`config.mk`:
```
export PLATFORM = sky130hd
export DESIGN_NAME = fetch_sequencer
export DESIGN_NICKNAME = d
export VERILOG_FILES = /design/src/rtl/fetch_sequencer.sv
export SDC_FILE = /design/constraint.sdc
export NUM_CORES = 1
export LEC_CHECK = 0
export CAP_MARGIN = 20
export CORE_ASPECT_RATIO = 1.4
export CORE_UTILIZATION = 30
export CTS_CLUSTER_DIAMETER = 200
export DETAILED_ROUTE_END_ITERATION = 8
export HOLD_SLACK_MARGIN = 0.06
export SLEW_MARGIN = 20
export SYNTH_ARGS = -nofsm -noshare
export SYNTH_HDL_FRONTEND = slang
export SYNTH_SLANG_ARGS = --single-unit
export TNS_END_PERCENT = 30
```
`constraint.sdc`:
```
create_clock -name clk -period 8.94 [get_ports clk]
set_input_delay 0.894 -clock clk [delete_from_list [all_inputs] [get_ports clk]]
set_output_delay 0.894 -clock clk [all_outputs]
set_load 0.05 [all_outputs]
```
`src/rtl/fetch_sequencer.sv`:
```
// Program-counter sequencer for InstROM: holds the PC, applies halt/jump/branch
// redirects from decode, and tracks a start/done run with a cycle counter.
module fetch_sequencer #(
  parameter int PC_W      = 8,
  parameter int LUT_DEPTH = 16,
  parameter int CNT_W     = 16,
  localparam int IDX_W    = $clog2(LUT_DEPTH)
) (
  input  logic             clk,
  input  logic             reset,
  input  logic             start,
  input  logic [PC_W-1:0]  start_pc,
  input  logic             stall,
  input  logic             halt_req,
  input  logic             jump_en,
  input  logic [IDX_W-1:0] jump_idx,
  input  logic             branch_en,
  input  logic [PC_W-1:0]  branch_off,
  input  logic             lut_we,
  input  logic [IDX_W-1:0] lut_widx,
  input  logic [PC_W-1:0]  lut_wdata,
  output logic [PC_W-1:0]  PC,
  output logic             fetch_valid,
  output logic             busy,
  output logic             done,
  output logic [CNT_W-1:0] cycle_count
);

  typedef enum logic [1:0] {
    IDLE = 2'd0,
    RUN  = 2'd1,
    DONE = 2'd2
  } state_t;

  state_t           state, state_nxt;
  logic [PC_W-1:0]  pc_nxt;
  logic [CNT_W-1:0] count_nxt;
  logic [PC_W-1:0]  target_lut [LUT_DEPTH];

  always_ff @(posedge clk or posedge reset) begin
    if (reset) begin
      state       <= IDLE;
      PC          <= '0;
      cycle_count <= '0;
    end else begin
      state       <= state_nxt;
      PC          <= pc_nxt;
      cycle_count <= count_nxt;
    end
  end

  // Same-cycle jump reads the pre-write entry because the read is combinational off the register.
  always_ff @(posedge clk or posedge reset) begin
    if (reset) begin
      for (int i = 0; i < LUT_DEPTH; i++) begin
        target_lut[i] <= '0;
      end
    end else if (lut_we) begin
      target_lut[lut_widx] <= lut_wdata;
    end
  end

  always_comb begin
    state_nxt = state;
    pc_nxt    = PC;
    count_nxt = cycle_count;
    unique case (state)
      IDLE, DONE: begin
        if (start) begin
          state_nxt = RUN;
          pc_nxt    = start_pc;
          count_nxt = '0;
        end
      end
      RUN: begin
        if (cycle_count != {CNT_W{1'b1}}) begin
          count_nxt = cycle_count + 1'b1;
        end
        // Width-PC_W addition wraps, which equals adding the sign-extended offset mod 2^PC_W.
        if (!stall) begin
          if (halt_req) begin
            state_nxt = DONE;
          end else if (jump_en) begin
            pc_nxt = target_lut[jump_idx];
          end else if (branch_en) begin
            pc_nxt = PC + branch_off;
          end else begin
            pc_nxt = PC + 1'b1;
          end
        end
      end
      default: begin
        state_nxt = IDLE;
      end
    endcase
  end

  assign busy        = (state == RUN);
  assign fetch_valid = (state == RUN);
  assign done        = (state == DONE);

endmodule

```
==> metrics.md, run 1 <==
| Metric | Value |
|---|---|
| Netlist Area Pre-Place | 0.007741 mm² |
| Crit-path slowest cell | clkdlybuf4s50_1 |
| Vias in the first global route | 5188 |
| Synth Flop Type | dfrtp_1 |
| Worst Setup End Kind | output pin |
| Initial Util | 30.50% |
| DR vias/cell | just over 5 |
| Status | finished, final reports clean |
| CTS tree | yes |
| Chip height | 192.1 µm |
| Overall die width | approximately 140 µm |
| Flop2flop setup slack | 6.66 ns |
| FF+latch count, synth | 154 |
| Slew Limit Fails | 0 |
| Worst Path Max Fanout | 15 |
| Worst skew pair latency | 0.43 ns |
| Final Cycle Share | 38.53% |
| Top cell type by total area after synthesis | dfrtp_1 |
| Total wire length | 19.79 mm |
| Hold Path Class | flop to flop |
| VDD IR-drop max | about 0.18 mV |
| Hold_sp | target_lut[50] |
| Final #Nets | 712 |
| Row count | 69 |
| Proportion of layout cells with a drive suffix above 1 | 29.14% |
| Reg2reg path depth | 6 |
| Antenna Nets Post-Route | 0 |
| Antenna cells | 0 |
| Post-DP Area | 0.008691 mm² |
| H-tree depth | 4 |
| Worst r2r src | state[1] |
| Clock skew | 0.009264 ns |
| IO Count | 67 |
| Die area | between 0.02 and 0.03 mm² |
| Max Clk Rate | 290.3 MHz |
| Port-buffer cells | 66 |
| Launch point of the worst path | state[1] |
| Crit start category | flop |
| Design area | approximately 0.0093 mm² |
| Initial antenna violation count | 0 |
| Slew HR | 31.08% |
| CTS root buf | clkbuf_16 |
| DP Cell Count | 962 |
| Setup-failing EPs final | 0 |
| Slowest stage delay, CP | 0.90 ns |
| R2r endpoint | cycle_count[15] |
| Total GRT Usage | 15.80% |
| Hold worst-path end | target_lut[50] |
| Post-CTS sizing | 0 |
| Setup TNS | 0 ns |
| Post-route DRC | 0 |
| Top cell type's share of synthesized area | 49.78% |
| WL per Instance | between 15 and 20 µm |
| Asr flop ratio synth | 100.0% |
| RSZ-0062 raised after global routing | no |
| Top area cells in the synthesized netlist | dfrtp_1 50%, mux2_2 19%, mux4_2 3.8% |
| Commonest non-fill, non-tap cells in the layout | 154 x dfrtp_1, 132 x mux2_2, 65 x clkdlybuf4s50_1, 34 x nor2_1, 29 x mux2i_1 |
| Drt pass-1 iters | 5 |
| Endpoints failing hold | 0 |
| Longest Clk Path Bufs | 2 |
| Largest net degree at the start of global routing | 80 |
| CTS Hold Bufs | 0 |
| Initial drt markers | 290 |
| Post-Syn Nets | 651 |
| Worst EP arrival | 2.55 ns |
| Sequential area share after synthesis | about 50% |
| Congestion Overflow GR | 0 |
| Vias | a little over 5000 |
| Worst-path clk slew | 0.06 ns |
| CP cell instances | nand2b_1 > inv_1 > clkdlybuf4s50_1 |
| Synth warnings | 0 |
| Hold depth | 1 |
| WS Path Type | flop to output pin |
| Layout area overhead | 19.99% |
| Cell variety after synth | 60 |
| Power per cell area | 250.9 mW/mm² |
| Core region area | roughly 0.025 mm² |
| Placer Congestion | 0.8490 |
| CTS Sinks | 154 |
| CTS Buf Count | 17 |
| EDFF count, synth | 0 |
| Finished Layout Cells | 995 |
| Syn_area_per_cell | approximately 13 µm² |
| HPWL after DPL | approximately 13 mm |
| Commonest non-fill, non-tap cell in the layout | dfrtp_1 |
| Max Cap Viol | 0 |
| Finished Core Util | between 30% and 40% |
| Lkg Pwr | 0.003927 µW |
| Worst Max-Slew Pin Slew | roughly 1.0 ns |
| CP Data Required Time | 8.05 ns |
| Tmin final | about 3.4 ns |
| Setup bufs post-CTS | 0 |
| Synthesized instance count | 602 |
| First-pass GRT wire length | 30.48 mm |
-- cells by family after synthesis --
kind of cell / count (synthesis) / share of synthesized area (%)
flip-flops: 154 / 49.78
AO/OA/AOI/OAI: 65 / 5.916
multiplexers: 181 / 29.11
adder cells (fa/ha/maj): 9 / 1.552
buffers and inverters: 39 / 2.441
XOR/XNOR: 14 / 1.584
AND/OR/NAND/NOR: 140 / 9.617
-- worst max path at each step --
stage | to | slack [ns] | depth (start not counted)
final | fetch_valid | 5.50 | 3
after global routing | fetch_valid | 5.38 | 3
after CTS | busy | 5.47 | 3
after detailed placement | PC[5] | 5.68 | 8
after global placement | PC[5] | 5.72 | 8
after floorplan | PC[0] | 3.90 | 1
-- synthesized netlist by cell type, types with 7 or more instances --
library cell	number
mux4_2	13
a21oi_1	18
nand2b_1	11
clkbuf_1	21
nand2_1	28
mux2_2	132
nand3_1	12
nor2_1	34
dfrtp_1	154
mux4_1	7
and3_1	9
mux2i_1	29
ha_1	8
inv_1	7
xnor2_1	10
nor2b_1	8
o21ai_0	10
-- sequential cells by signal (all words and copies together), names as in the netlist --
signal       count
cycle_count     16
target_lut     128
state            2
PC               8
-- power by group --
part,internal (µW),leakage (µW),switching [µW]
Combinational,301,0.00173,347
Sequential,859,0.00191,99.2
Clock,416,0.000283,309
Total,1580,0.00393,755
-- per-stage QoR --
stage               worst slack [ns]  hold slack [ns]  total power [µW]
floorplan                      3.896           0.4704              1418
global placement               5.721           0.4820              1609
detailed placement             5.681           0.4865              1622
CTS                            5.471           0.5006              2352
global route                   5.383           0.5154              2448
finish                         5.495           0.4972              2331
-- layer usage --
layer  wire length, µm  track usage (%)
met1              8411            19.68
met2             10070            26.94
met3               875            2.454
met4               438            6.522
met5                 0                0
-- final cells by class --
| type | instances | area, µm² |
|---|---|---|
| Clock inverter | 15 | 165.2 |
| Multi-Input combinational cell | 409 | 3699 |
| Fill cell | 2468 | 16090 |
| Inverter | 7 | 31.28 |
| Sequential cell | 154 | 3854 |
| Clock buffer | 17 | 425.4 |
| Timing Repair Buffer | 74 | 715.7 |
| Tap cell | 319 | 399.1 |
-- critical path: cells and delay by family (launching register included) --
kind,cells,cell delay [ns]
AND/OR/NAND/NOR,1,0.33
buffers and inverters,2,1.38
flip-flops,1,0.40
(Power assumes the default switching activity.)
==> run 2, diff against run 1 <==
==> constraint.sdc (replaced) <==
create_clock -name clk -period 2.85 [get_ports clk]
set_input_delay 0.285 -clock clk [delete_from_list [all_inputs] [get_ports clk]]
set_output_delay 0.285 -clock clk [all_outputs]
set_load 0.05 [all_outputs]
==> run 2 against run 1 <==
  * Clock skew is 0.0045 ns lower
  * Sequential power grew to 3.1 times the previous value
  * Utilization grew 1.0 points
  * Sequential cell count did not move
  * Hold slack worse by 0.18 ns
  * First-iteration DRC count is 16% lower
  * Worst setup slack got worse by 5.1 ns
  * Sequential share of layout area fell by 1.1 points
  * Die area unchanged
  * Critical path depth unchanged
==> metrics.md, run 2 (same netlist as run 1, synthesis figures left out) <==
| Metric | Value |
|---|---|
| Post-route DRC | 0 |
| HPWL after DPL | 14.69 mm |
| Worst Max-Slew Pin Slew | 0.7339 ns |
| CP cell instances | nand2b_1 > inv_1 > clkdlybuf4s50_1 |
| Worst Setup End Kind | output pin |
| DR vias/cell | 5.090 |
| Initial antenna violation count | 0 |
| Post-CTS sizing | 0 |
| Worst EP arrival | 2.14 ns |
| Power per cell area | 786.2 mW/mm² |
| WS Path Type | flop to output pin |
| Slew HR | 50.97% |
| Longest Clk Path Bufs | 2 |
| Setup bufs post-CTS | 0 |
| VDD IR-drop max | 0.4961 mV |
| CTS tree | yes |
| Hold Path Class | input port to async pin |
| DP Worst Slack | 0.1490 ns |
| Slew Limit Fails | 0 |
| Worst Path Max Fanout | 8 |
| Drt pass-1 iters | 4 |
| CTS Buf Count | 17 |
| Total power | 7506 µW |
| Launch point of the worst path | state[1] |
| CTS Hold Bufs | 0 |
| Congestion Overflow GR | 0 |
| Layout area overhead | 23.34% |
| Max Cap Viol | 0 |
| Die area | 0.02646 mm² |
| RSZ-0062 raised after global routing | no |
| Worst-path clk slew | ~0.060 ns |
| Total GRT Usage | 16.38% |
| CTS Sinks | 154 |
| Initial Util | 30.50% |
| IO Count | 67 |
| Setup TNS | 0 ns |
| Final #Nets | 740 |
| Row count | 69 |
| Endpoints failing hold | 0 |
| Crit start category | flop |
| Port-buffer cells | 66 |
| Worst r2r src | PC[2] |
| Antenna cells | 0 |
| Clock skew | 0.004736 ns |
| Total wire length | 20.14 mm |
| Final Cycle Share | 84.95% |
| Vias in the first global route | 5516 |
| CP Data Required Time | 2.57 ns |
| Finished Core Util | 37.62% |
| Max Clk Rate | 413.0 MHz |
| Largest registers | target_lut: 128 flops, cycle_count: 16 flops, PC: 8 flops |
| Status | finished, final reports clean |
| Largest register FFs | 128 |
| Most flops, register | target_lut |
| Setup-failing EPs final | 0 |
| Chip height | 192.1 µm |
| Commonest non-fill, non-tap cell in the layout | dfrtp_1 |
| Filler instances | 2428 |
| Overall die width | 137.8 µm |
| Initial drt markers | about 240 |
| Largest net degree at the start of global routing | 57 |
| Core region area | between 0.02 and 0.03 mm² |
| Commonest non-fill, non-tap cells in the layout | 154 x dfrtp_1, 132 x mux2_2, 65 x clkdlybuf4s50_1, 34 x nor2_1, 34 x buf_4 |
| Proportion of layout cells with a drive suffix above 1 | 31.86% |
| Tmin final | around 2.4 ns |
| H-tree depth | 4 |
| Worst Slack Setup Final | between 0.4 and 0.5 ns |
| Vias | 5202 |
| Slowest stage delay, CP | 0.87 ns |
| Worst skew pair latency | about 0.43 ns |
| Antenna Nets Post-Route | 0 |
| CTS root buf | clkbuf_16 |
| Placer Congestion | 0.9882 |
| Lkg Pwr | 0.004086 µW |
| WL per Instance | between 15 and 20 µm |
| Crit-path slowest cell | clkdlybuf4s50_1 |
| First-pass GRT wire length | 31.84 mm |
==> run 2: changes by cell type in the layout (fill, tap and decap cells not counted), sizes merged <==
cell and change:
buf +28, inv -6, bufinv +2, clkbuf +1, clkinv +1, clkinvlp +1
==> run 2: worst max-delay path, delay by kind of cell (launching register included) <==
family                 cells  cell delay (ns)
buffers and inverters      2             1.13
flip-flops                 1             0.41
AND/OR/NAND/NOR            1             0.17
==> run 2: layer usage <==
| layer | up-vias | track usage, % | routed length (µm) |
|---|---|---|---|
| met5 | - | 0 | 0 |
| met4 | 0 | 8.361 | 749 |
| met3 | 39 | 3.695 | 839 |
| met2 | 125 | 28.14 | 10250 |
| met1 | 2641 | 18.85 | 8302 |
| li1 | 2397 | - | - |
==> run 2: per-stage QoR <==
| step | hold WS (ns) | cell area, µm² | instances |
|---|---|---|---|
| 3_5_place_dp | 0.4873 | 8932 | 991 |
| 3_3_place_gp | 0.4801 | 8932 | 991 |
| 4_1_cts | 0.3394 | 9548 | 1022 |
| 6_report | 0.3193 | 9548 | 1022 |
| 2_1_floorplan | 0.3854 | 7745 | 602 |
| 5_1_grt | 0.3663 | 9548 | 1022 |
==> run 2: area by class of cell <==
class | instances | area, µm² | area share [%]
clock buffer | 18 | 439.2 | 4.600
clock inverter | 13 | 176.4 | 1.848
inverter | 7 | 30.03 | 0.3145
multi-input combinational | 409 | 3699 | 38.74
sequential | 154 | 3854 | 40.36
tap | 319 | 399.1 | 4.180
timing repair buffer | 102 | 950.9 | 9.959
==> run 2: report_power, final <==
group | internal (µW) | switching, µW | leakage (µW)
logic | 1010 | 1130 | 0.00187
clock network | 1470 | 898 | 0.000297
registers | 2700 | 304 | 0.00191
==> run 2: worst paths after layout <==
kind                       depth (start not counted)        endpoint  slack (ns)
hold / removal                                     2  cycle_count[0]        0.32
setup reg to reg                                   6           PC[5]        0.74
setup / recovery                                   3     fetch_valid        0.43
min in group clk                                   1  target_lut[19]        0.50
hold reg to reg                                    1  target_lut[19]        0.50
max in group asynchronous                          3  target_lut[32]        1.76
